<file path="src/rtl/fpu_addsub_arbiter_if.sv">
// Bundle of the requester, FPU and response signals of the shared add/sub
// arbiter. The slave modport is the arbiter's view; master is the environment.
interface fpu_addsub_arbiter_if #(
  parameter int NUM_REQ = 4,
  parameter int NUM_OP  = 1,
  parameter int ID_W    = (NUM_REQ > 1) ? $clog2(NUM_REQ) : 1
) ();
  logic [NUM_REQ-1:0]        i_req_valid;
  logic [NUM_REQ-1:0]        o_req_ready;
  logic [NUM_REQ*NUM_OP-1:0] i_req_op;
  logic [NUM_REQ*32-1:0]     i_req_a;
  logic [NUM_REQ*32-1:0]     i_req_b;
  logic [NUM_OP-1:0]         o_fpu_op;
  logic [31:0]               o_fpu_a;
  logic [31:0]               o_fpu_b;
  logic [31:0]               i_fpu_s;
  logic                      i_fpu_ov;
  logic                      i_fpu_un;
  logic                      o_rsp_valid;
  logic                      i_rsp_ready;
  logic [ID_W-1:0]           o_rsp_id;
  logic [31:0]               o_rsp_data;
  logic                      o_rsp_ov;
  logic                      o_rsp_un;
  logic                      o_busy;

  modport slave (
    input  i_req_valid, i_req_op, i_req_a, i_req_b,
    input  i_fpu_s, i_fpu_ov, i_fpu_un, i_rsp_ready,
    output o_req_ready, o_fpu_op, o_fpu_a, o_fpu_b,
    output o_rsp_valid, o_rsp_id, o_rsp_data, o_rsp_ov, o_rsp_un, o_busy
  );

  modport master (
    output i_req_valid, i_req_op, i_req_a, i_req_b,
    output i_fpu_s, i_fpu_ov, i_fpu_un, i_rsp_ready,
    input  o_req_ready, o_fpu_op, o_fpu_a, o_fpu_b,
    input  o_rsp_valid, o_rsp_id, o_rsp_data, o_rsp_ov, o_rsp_un, o_busy
  );
endinterface

</file>
<file path="src/rtl/fpu_addsub_arbiter.sv">
// Round-robin arbiter sharing one combinational FPU add/sub unit among
// NUM_REQ requesters. One operation in flight: grant/capture (IDLE), FPU
// evaluation (EXEC), registered response held until accepted (RESP).
module fpu_addsub_arbiter #(
  parameter int NUM_REQ = 4,
  parameter int NUM_OP  = 1,
  parameter int ID_W    = (NUM_REQ > 1) ? $clog2(NUM_REQ) : 1
) (
  input  logic               i_clk,
  input  logic               i_rst_n,
  fpu_addsub_arbiter_if.slave bus
);

  typedef enum logic [1:0] {IDLE, EXEC, RESP} state_t;

  state_t              state_q, state_d;
  logic [ID_W-1:0]     rr_q, rr_d;
  logic [ID_W-1:0]     id_q, id_d;
  logic [NUM_OP-1:0]   op_q, op_d;
  logic [31:0]         a_q, a_d;
  logic [31:0]         b_q, b_d;
  logic [31:0]         data_q, data_d;
  logic                ov_q, ov_d;
  logic                un_q, un_d;
  logic                vld_q, vld_d;

  logic                hi_found, lo_found;
  logic [ID_W-1:0]     hi_idx, lo_idx, gnt_idx;
  logic [NUM_REQ-1:0]  gnt_oh;
  logic [NUM_REQ-1:0]  req_ready;
  logic [NUM_OP-1:0]   op_sel;
  logic [31:0]         a_sel, b_sel;

  // Round-robin search: lowest valid index at or above the pointer,
  // otherwise wrap to the lowest valid index overall.
  always_comb begin
    hi_found = 1'b0;
    lo_found = 1'b0;
    hi_idx   = '0;
    lo_idx   = '0;
    for (int k = NUM_REQ - 1; k >= 0; k--) begin
      if (bus.i_req_valid[k]) begin
        lo_found = 1'b1;
        lo_idx   = ID_W'(k);
        if (ID_W'(k) >= rr_q) begin
          hi_found = 1'b1;
          hi_idx   = ID_W'(k);
        end
      end
    end
    gnt_idx = hi_found ? hi_idx : lo_idx;
  end

  // One-hot grant and operand mux for the winning requester.
  always_comb begin
    gnt_oh = '0;
    op_sel = '0;
    a_sel  = '0;
    b_sel  = '0;
    for (int k = 0; k < NUM_REQ; k++) begin
      if (lo_found && (gnt_idx == ID_W'(k))) begin
        gnt_oh[k] = 1'b1;
        op_sel    = bus.i_req_op[k*NUM_OP +: NUM_OP];
        a_sel     = bus.i_req_a[k*32 +: 32];
        b_sel     = bus.i_req_b[k*32 +: 32];
      end
    end
  end

  // Next-state and register-update logic; ready only offered in IDLE.
  always_comb begin
    state_d   = state_q;
    rr_d      = rr_q;
    id_d      = id_q;
    op_d      = op_q;
    a_d       = a_q;
    b_d       = b_q;
    data_d    = data_q;
    ov_d      = ov_q;
    un_d      = un_q;
    vld_d     = vld_q;
    req_ready = '0;
    case (state_q)
      IDLE: begin
        if (lo_found) begin
          req_ready = gnt_oh;
          op_d      = op_sel;
          a_d       = a_sel;
          b_d       = b_sel;
          id_d      = gnt_idx;
          state_d   = EXEC;
        end
      end
      EXEC: begin
        data_d  = bus.i_fpu_s;
        ov_d    = bus.i_fpu_ov;
        un_d    = bus.i_fpu_un;
        vld_d   = 1'b1;
        state_d = RESP;
      end
      RESP: begin
        if (bus.i_rsp_ready) begin
          vld_d   = 1'b0;
          rr_d    = (id_q == ID_W'(NUM_REQ - 1)) ? '0 : id_q + ID_W'(1);
          state_d = IDLE;
        end
      end
      default: begin
        state_d = IDLE;
      end
    endcase
  end

  // State, pointer, operand and response registers; all cleared on reset.
  always_ff @(posedge i_clk or negedge i_rst_n) begin
    if (!i_rst_n) begin
      state_q <= IDLE;
      rr_q    <= '0;
      id_q    <= '0;
      op_q    <= '0;
      a_q     <= '0;
      b_q     <= '0;
      data_q  <= '0;
      ov_q    <= 1'b0;
      un_q    <= 1'b0;
      vld_q   <= 1'b0;
    end else begin
      state_q <= state_d;
      rr_q    <= rr_d;
      id_q    <= id_d;
      op_q    <= op_d;
      a_q     <= a_d;
      b_q     <= b_d;
      data_q  <= data_d;
      ov_q    <= ov_d;
      un_q    <= un_d;
      vld_q   <= vld_d;
    end
  end

  // Ready is forced low while reset is held, independent of the clock.
  assign bus.o_req_ready = req_ready & {NUM_REQ{i_rst_n}};
  assign bus.o_fpu_op    = op_q;
  assign bus.o_fpu_a     = a_q;
  assign bus.o_fpu_b     = b_q;
  assign bus.o_rsp_valid = vld_q;
  assign bus.o_rsp_id    = id_q;
  assign bus.o_rsp_data  = data_q;
  assign bus.o_rsp_ov    = ov_q;
  assign bus.o_rsp_un    = un_q;
  assign bus.o_busy      = (state_q != IDLE);

endmodule

</file>
<file path="src/flat_wrapper.sv">
// flat-port wrapper written by rule: the top's interface ports become plain ports
module fpu_addsub_arbiter_flat 
#(
  parameter int NUM_REQ = 4,
  parameter int NUM_OP  = 1,
  parameter int ID_W    = (NUM_REQ > 1) ? $clog2(NUM_REQ) : 1
)
  (i_clk, i_rst_n, bus_i_req_valid, bus_i_req_op, bus_i_req_a, bus_i_req_b, bus_i_fpu_s, bus_i_fpu_ov, bus_i_fpu_un, bus_i_rsp_ready, bus_o_req_ready, bus_o_fpu_op, bus_o_fpu_a, bus_o_fpu_b, bus_o_rsp_valid, bus_o_rsp_id, bus_o_rsp_data, bus_o_rsp_ov, bus_o_rsp_un, bus_o_busy);
  fpu_addsub_arbiter_if #(.NUM_REQ(NUM_REQ), .NUM_OP(NUM_OP), .ID_W(ID_W)) bus_i ();
  input  logic i_clk;
  input  logic i_rst_n;
  input wire logic [$bits(bus_i.i_req_valid)-1:0] bus_i_req_valid;
  input wire logic [$bits(bus_i.i_req_op)-1:0] bus_i_req_op;
  input wire logic [$bits(bus_i.i_req_a)-1:0] bus_i_req_a;
  input wire logic [$bits(bus_i.i_req_b)-1:0] bus_i_req_b;
  input wire logic [$bits(bus_i.i_fpu_s)-1:0] bus_i_fpu_s;
  input wire logic [$bits(bus_i.i_fpu_ov)-1:0] bus_i_fpu_ov;
  input wire logic [$bits(bus_i.i_fpu_un)-1:0] bus_i_fpu_un;
  input wire logic [$bits(bus_i.i_rsp_ready)-1:0] bus_i_rsp_ready;
  output wire logic [$bits(bus_i.o_req_ready)-1:0] bus_o_req_ready;
  output wire logic [$bits(bus_i.o_fpu_op)-1:0] bus_o_fpu_op;
  output wire logic [$bits(bus_i.o_fpu_a)-1:0] bus_o_fpu_a;
  output wire logic [$bits(bus_i.o_fpu_b)-1:0] bus_o_fpu_b;
  output wire logic [$bits(bus_i.o_rsp_valid)-1:0] bus_o_rsp_valid;
  output wire logic [$bits(bus_i.o_rsp_id)-1:0] bus_o_rsp_id;
  output wire logic [$bits(bus_i.o_rsp_data)-1:0] bus_o_rsp_data;
  output wire logic [$bits(bus_i.o_rsp_ov)-1:0] bus_o_rsp_ov;
  output wire logic [$bits(bus_i.o_rsp_un)-1:0] bus_o_rsp_un;
  output wire logic [$bits(bus_i.o_busy)-1:0] bus_o_busy;
  assign bus_i.i_req_valid = bus_i_req_valid;
  assign bus_i.i_req_op = bus_i_req_op;
  assign bus_i.i_req_a = bus_i_req_a;
  assign bus_i.i_req_b = bus_i_req_b;
  assign bus_i.i_fpu_s = bus_i_fpu_s;
  assign bus_i.i_fpu_ov = bus_i_fpu_ov;
  assign bus_i.i_fpu_un = bus_i_fpu_un;
  assign bus_i.i_rsp_ready = bus_i_rsp_ready;
  assign bus_o_req_ready = bus_i.o_req_ready;
  assign bus_o_fpu_op = bus_i.o_fpu_op;
  assign bus_o_fpu_a = bus_i.o_fpu_a;
  assign bus_o_fpu_b = bus_i.o_fpu_b;
  assign bus_o_rsp_valid = bus_i.o_rsp_valid;
  assign bus_o_rsp_id = bus_i.o_rsp_id;
  assign bus_o_rsp_data = bus_i.o_rsp_data;
  assign bus_o_rsp_ov = bus_i.o_rsp_ov;
  assign bus_o_rsp_un = bus_i.o_rsp_un;
  assign bus_o_busy = bus_i.o_busy;
  fpu_addsub_arbiter #(.NUM_REQ(NUM_REQ), .NUM_OP(NUM_OP), .ID_W(ID_W)) u_core (.i_clk(i_clk), .i_rst_n(i_rst_n), .bus(bus_i));
endmodule
</file>
<file path="config.mk">
export PLATFORM = sky130hd
export DESIGN_NAME = fpu_addsub_arbiter_flat
export DESIGN_NICKNAME = d
export VERILOG_FILES = /design/src/rtl/fpu_addsub_arbiter_if.sv /design/src/rtl/fpu_addsub_arbiter.sv /design/src/flat_wrapper.sv
export SDC_FILE = /design/constraint.sdc
export NUM_CORES = 1
export LEC_CHECK = 0
export ABC_CLOCK_PERIOD_IN_PS = 1900
export BUFFER_PORTS_ARGS = -buffer_cell sky130_fd_sc_hd__clkbuf_2
export CORE_AREA = 2 2 159 161
export CTS_BUF_LIST = sky130_fd_sc_hd__clkbuf_4 sky130_fd_sc_hd__clkbuf_8 sky130_fd_sc_hd__clkbuf_16
export DETAILED_ROUTE_END_ITERATION = 7
export DIE_AREA = 0 0 161 163
export GPL_TIMING_DRIVEN = 1
export PLACE_DENSITY = 0.52
export SLEW_MARGIN = 30
export SYNTH_ARGS = -nofsm -noshare
export SYNTH_HDL_FRONTEND = slang
export SYNTH_SLANG_ARGS = --single-unit
</file>
<file path="constraint.sdc">
create_clock -name i_clk -period 1.9 [get_ports i_clk]
set_input_delay 0.38 -clock i_clk [delete_from_list [all_inputs] [get_ports i_clk]]
set_output_delay 0.38 -clock i_clk [all_outputs]
set_load 0.01 [all_outputs]
</file>
[Word level (Yosys, flattened, before mapping)]
Index checks and enable logic that the tools add are counted.
Word-level totals
  output and inout port bits: 107
  word-level logic and storage cells: 85
  bits of input ports: 301
  register bits: 106
Operators by class
  $lt $le $gt $ge: 4
  bitwise logic cells: 1
  eq/ne operators: 8
  reduce and logical (&&, ||, !) cells: 12
  add/subtract/negate cells: 1
  mux-type cells: 49
Operator list (number)
  32-bit two-way mux: 8
  2-bit two-way mux: 16
  1-bit two-way mux: 21
  2-bit equality test, second input constant: 4
  4-bit two-way mux: 2
  2-bit AND reduction: 4
  2-bit one-hot mux with 3 select lines: 1
  4-bit AND: 1
  2-bit by 1-bit equality test with 1-bit output, second input constant: 2
  1-bit by 2-bit greater-or-equal comparator with 1-bit output, first input constant: 2
  2-bit greater-or-equal comparator, first input constant: 2
  1-bit logical AND: 4
  2-bit zero test: 2
  2-bit nonzero test: 2
  2-bit by 1-bit adder with 2-bit output, second input constant: 1
  2-bit by 1-bit != test with 1-bit output, second input constant: 1
  2-bit != test, second input constant: 1
  1-bit one-hot mux with 2 select lines: 1

[Logic depth before layout (Yosys ltp)]
  word-level depth: 16
  depth in mapped cells: 9
  depth with buffers taken out: 6

[Least setup slack after synthesis]
No wires, ideal clock.
  path kind: register to output
  from: register u_core.rr_q[1]
  to: output port bus_o_req_ready[0]
  stages on the path, launching flop included: 8
  arrival time: 1620 ps
  path slack: -100 ps
  data required time: 1520 ps
  path buffers: 3
  cells stage by stage: dfrtp_1 > buf_4 > and2b_1 > o22ai_1 > and3_1 > buf_2 > buf_2 > nor2b_1
Between the ends
  longest elaborated chain between the ends: 16
  elaborated cells on any way between the ends: 27
  those cells by class: 4 x order compare; 20 x mux; 1 x bitwise; 2 x reduce/logical
Ends and longest elaborated chain
  start, declared: RTL line fpu_addsub_arbiter.sv:17  | logic [ID_W-1:0] rr_q, rr_d;
  start signal, assigned: RTL line fpu_addsub_arbiter.sv:129  | rr_q <= rr_d;
  2-bit greater-or-equal comparator: RTL line fpu_addsub_arbiter.sv:45  | if (ID_W'(k) >= rr_q) begin
  2-bit two-way mux or 1-bit two-way mux (tied branches): RTL line fpu_addsub_arbiter.sv:45
  2-bit two-way mux or 1-bit two-way mux (tied branches): RTL line fpu_addsub_arbiter.sv:42  | if (bus.i_req_valid[k]) begin
  2-bit two-way mux or 1-bit two-way mux (tied branches): RTL line fpu_addsub_arbiter.sv:45
  2-bit two-way mux or 1-bit two-way mux (tied branches): RTL line fpu_addsub_arbiter.sv:42
  2-bit two-way mux or 1-bit two-way mux (tied branches): RTL line fpu_addsub_arbiter.sv:45
  2-bit two-way mux or 1-bit two-way mux (tied branches): RTL line fpu_addsub_arbiter.sv:42
  2-bit two-way mux or 1-bit two-way mux (tied branches): RTL line fpu_addsub_arbiter.sv:45
  2-bit two-way mux or 1-bit two-way mux (tied branches): RTL line fpu_addsub_arbiter.sv:42
  2-bit two-way mux *: RTL line fpu_addsub_arbiter.sv:51  | gnt_idx = hi_found ? hi_idx : lo_idx;
  2-bit zero test *: RTL line fpu_addsub_arbiter.sv:61  | if (lo_found && (gnt_idx == ID_W'(k))) begin
  1-bit logical AND *: RTL line fpu_addsub_arbiter.sv:61
  1-bit two-way mux *: RTL line fpu_addsub_arbiter.sv:61
  4-bit two-way mux *: RTL line fpu_addsub_arbiter.sv:85  | if (lo_found) begin
  4-bit two-way mux *: RTL line fpu_addsub_arbiter.sv:83  | case (state_q)
  4-bit AND *: RTL line fpu_addsub_arbiter.sv:142  | assign bus.o_req_ready = req_ready & {NUM_REQ{i_rst_n}};
  end, declared: RTL line flat_wrapper.sv:20  | output wire logic [$bits(bus_i.o_req_ready)-1:0] bus_o_req_ready;
Mark *: on every way between the ends. The rest lies on a longest branch, timed or not.

[Worst setup path in the final report]
Same ends and word-level chain as after synthesis.

==> results_dict.tcl <==
set metrics [dict create \
    die_h_um 163 \
    synth_area_leaders "dfrtp_1, mux2_2, a21oi_1" \
    via_per_inst 4.779 \
    die_w_um 161 \
    antenna_found_initial 0 \
    required_ps 1520 \
    power_density_mw_per_mm2 1571 \
    grt_pass1_wl_mm 35.43 \
    p_seq_share_pct 28.7 \
    pwr-share-clk_pct 13.7 \
    fin_crit_ps 2095 \
    worst_slack_ps -195.0 \
    r2r_start "u_core.rr_q[1]$_DFFE_PN0P_" \
    worstPathArrival_ps 1720 \
    yosysSeqAreaShare_pct 47.42 \
    hpwl_mm 17.88 \
    wl_mm 24.05 \
    area_growth_syn_to_layout_pct 60.03 \
    cts.sinks 106 \
    startpoint "u_core.rr_q[1]$_DFFE_PN0P_" \
    crit_path_end "bus_o_req_ready[0]" \
    coreArea_sq_mm 0.02467 \
    ioPinCount 408 \
    slew_headroom_pct 56.29 \
    hold_path_class "primary input to asynchronous set/reset pin" \
    core.rowCount 58 \
    dp_cells 1295 \
    drc_errors 0 \
    ys_types 44 \
    hold_viol_final 0 \
    drive_above_1_share_pct 57.30 \
    r2r_end "u_core.bus.o_fpu_a[23]$_DFFE_PN0P_" \
    timing.final.crit_share_pct 110.3 \
    finalWeightedCongestion 0.7794 \
    synth_top_area_share_pct 47.42 \
    drtIter0Drc 496 \
    setup_viol 39 \
    end_kind "primary output" \
    die-area_sq_mm 0.02624 \
    path_max_fanout 7 \
    violations "setup timing" \
    synth-warning-count 0 \
    track_usage_pct 17.31 \
    grt_start_max_net_pins 107 \
    synthesis.area_sq_mm 0.005594 \
    antenna_cells_inserted 0 \
    finalNonFillerCells 1323 \
    cp-start-kind "register" \
    grt_pass1_vias 6341 \
    detail-route-antenna-nets 0 \
    switchingPower_w 0.005923 \
    vias 6323 \
    pwr-share-comb_pct 57.5 \
    nFillCells 2599 \
    peakVddDrop_uv 531.3 \
    preCtsSetupSlack_ps -56.03 \
    firstDrtPassIters 7 \
    rsz0062_at_grt "yes" \
    avgRoutedWirePerCell_um 18.18 \
    synth.largest_area_cell "dfrtp_1" \
    clockBufferDepth 2 \
    post-route-util_pct 36.28 \
    clkTransAtPathRegs_ps 80 \
    gr-total-overflow 0 \
    leakagePower_nw 4.401 \
    hold_slack_ps 109.4 \
    maxCapViolCount 0 \
    clkLatencyLatePin_ps 360 \
    synth_seq_cells 106 \
    ff2ff_setup_slack_ps -80 \
    root_buffer "clkbuf_16" \
    syn_nets 869 \
    tns_ps -2073 \
    numCtsBuffers 9 \
    cts_htree_levels 3 \
    finalMaxSlewViolations 0 \
    syn_inst 567 \
    syn_avg_cell_area_sq_um 9.866 \
    internal_power_w 0.008144 \
    cts_tree "built" \
    layout.nets 1290 \
    start_util_pct 22.67 \
    postCtsHoldBufs 0 \
    max_clock_freq_ghz 0.4773 \
    finClkSkew_ps 17.14 \
    critical_path_class "register to primary output" \
    swShare_pct 42.11 \
    r2r_cells 8 \
    worstMarginPinSlew_ps 655.6 \
    status "finished, violations left" \
    port_buffers 407 \
]
how the worst min path moves through the flow:
stage | start | to | cells after the start
after floorplan | i_rst_n | u_core.bus.o_fpu_a[0]$_DFFE_PN0P_ | 0
after global placement | u_core.bus.o_fpu_b[20]$_DFFE_PN0P_ | u_core.bus.o_fpu_b[20]$_DFFE_PN0P_ | 2
after detailed placement | u_core.bus.o_fpu_b[8]$_DFFE_PN0P_ | u_core.bus.o_fpu_b[8]$_DFFE_PN0P_ | 2
after CTS | i_rst_n | u_core.bus.o_rsp_data[3]$_DFFE_PN0P_ | 2
after global routing | i_rst_n | u_core.bus.o_rsp_data[3]$_DFFE_PN0P_ | 2
final | i_rst_n | u_core.bus.o_rsp_data[2]$_DFFE_PN0P_ | 2
power by group through the flow:
stage | sequential (W) | combinational, W | clock [W]
after floorplan | 0.00451 | 0.00386 | 0
after global placement | 0.00404 | 0.00772 | 0
after detailed placement | 0.00407 | 0.00774 | 0
after CTS | 0.00404 | 0.00795 | 0.00202
after global routing | 0.00419 | 0.00885 | 0.00209
final | 0.00404 | 0.00809 | 0.00193
state kept, by name, summed over array words and instances, names as in the netlist:
signal / flops
u_core.bus.o_fpu_op: 1
u_core.bus.o_rsp_id: 2
u_core.state_q: 2
u_core.bus.o_fpu_a: 32
u_core.bus.o_rsp_un: 1
u_core.rr_q: 2
u_core.bus.o_rsp_ov: 1
u_core.bus.o_rsp_valid: 1
u_core.bus.o_fpu_b: 32
u_core.bus.o_rsp_data: 32
per-layer routing:
layer / track usage [%] / up-vias / wire length, um
met4: 3.693 / 0 / 258
met5: 0 / - / 0
li1: - / 3002 / -
met1: 21.77 / 3036 / 10110
met3: 3.005 / 16 / 1481
met2: 31.12 / 269 / 12200
placed cells by master, fill, tap and decap left out, types with 26 or more instances in the layout:
cell      synthesis  layout
dfrtp_1         106     105
a222oi_1         30      30
o21ai_0          29      28
clkbuf_2          0     403
a221o_1          26      26
mux2_2           35      35
nand2_1          69      67
buf_4             3      38
nor2_1           36      33
a21oi_1          66      62
or3_1            26      26
timing repair:
item / 4_1_cts / 5_1_grt
pin swaps: 4 / 12
resized for setup: 19 / 30
setup buffers: 5 / 5
endpoints found under the setup margin: 35 / 66
gates cloned: 0 / 2
cells by family (layout without fill, tap and decap cells):
family,count (synthesis),count (layout),share of synthesized area [%]
AO/OA/AOI/OAI,213,213,27.71
AND/OR/NAND/NOR,154,155,12.66
flip-flops,106,106,47.42
buffers and inverters,58,483,4.943
multiplexers,35,35,7.045
adder cells (fa/ha/maj),1,1,0.2236
worst max-delay path: stages (launching register included):
cell and delay [ps]:
dfrtp_2 490, and2b_2 270, o22ai_2 150, and3_4 200, nor2b_4 150, buf_8 110
cells in the mapped netlist, drive strengths merged:
library cell    n
a311oi          1
nor3            1
nand2b          5
and3            2
o21ai          35
a21o            2
a221o          26
a31oi           3
nand3           1
o31ai           5
o221ai          6
buf            32
nor2           38
o22ai           1
mux2           35
ha              1
a22oi           3
a222oi         30
inv             4
nand2          69
and2b           1
or3            26
o31a            1
dfrtp         106
nor2b           5
a211oi          1
nand3b          2
or2             1
a221oi          6
nor4            1
nor3b           1
clkbuf         22
and2            1
a31o           26
o2111ai         1
a21oi          66
area by class of cell:
type,count,area [sq um],area share [%]
clock buffer,9,225.2,2.516
inverter,4,15.01,0.1677
tap,330,412.9,4.612
sequential,106,2654,29.64
multi-input combinational,404,2861,31.96
clock inverter,7,72.57,0.8106
timing repair buffer,463,2711,30.29
through the flow:
step	power (W)	cell area [sq um]
finish	0.01407	8952
global route	0.01512	8952
CTS	0.01400	8763
detailed placement	0.01182	8347
global placement	0.01176	8347
floorplan	0.008371	5602
(Power assumes the default switching activity.)
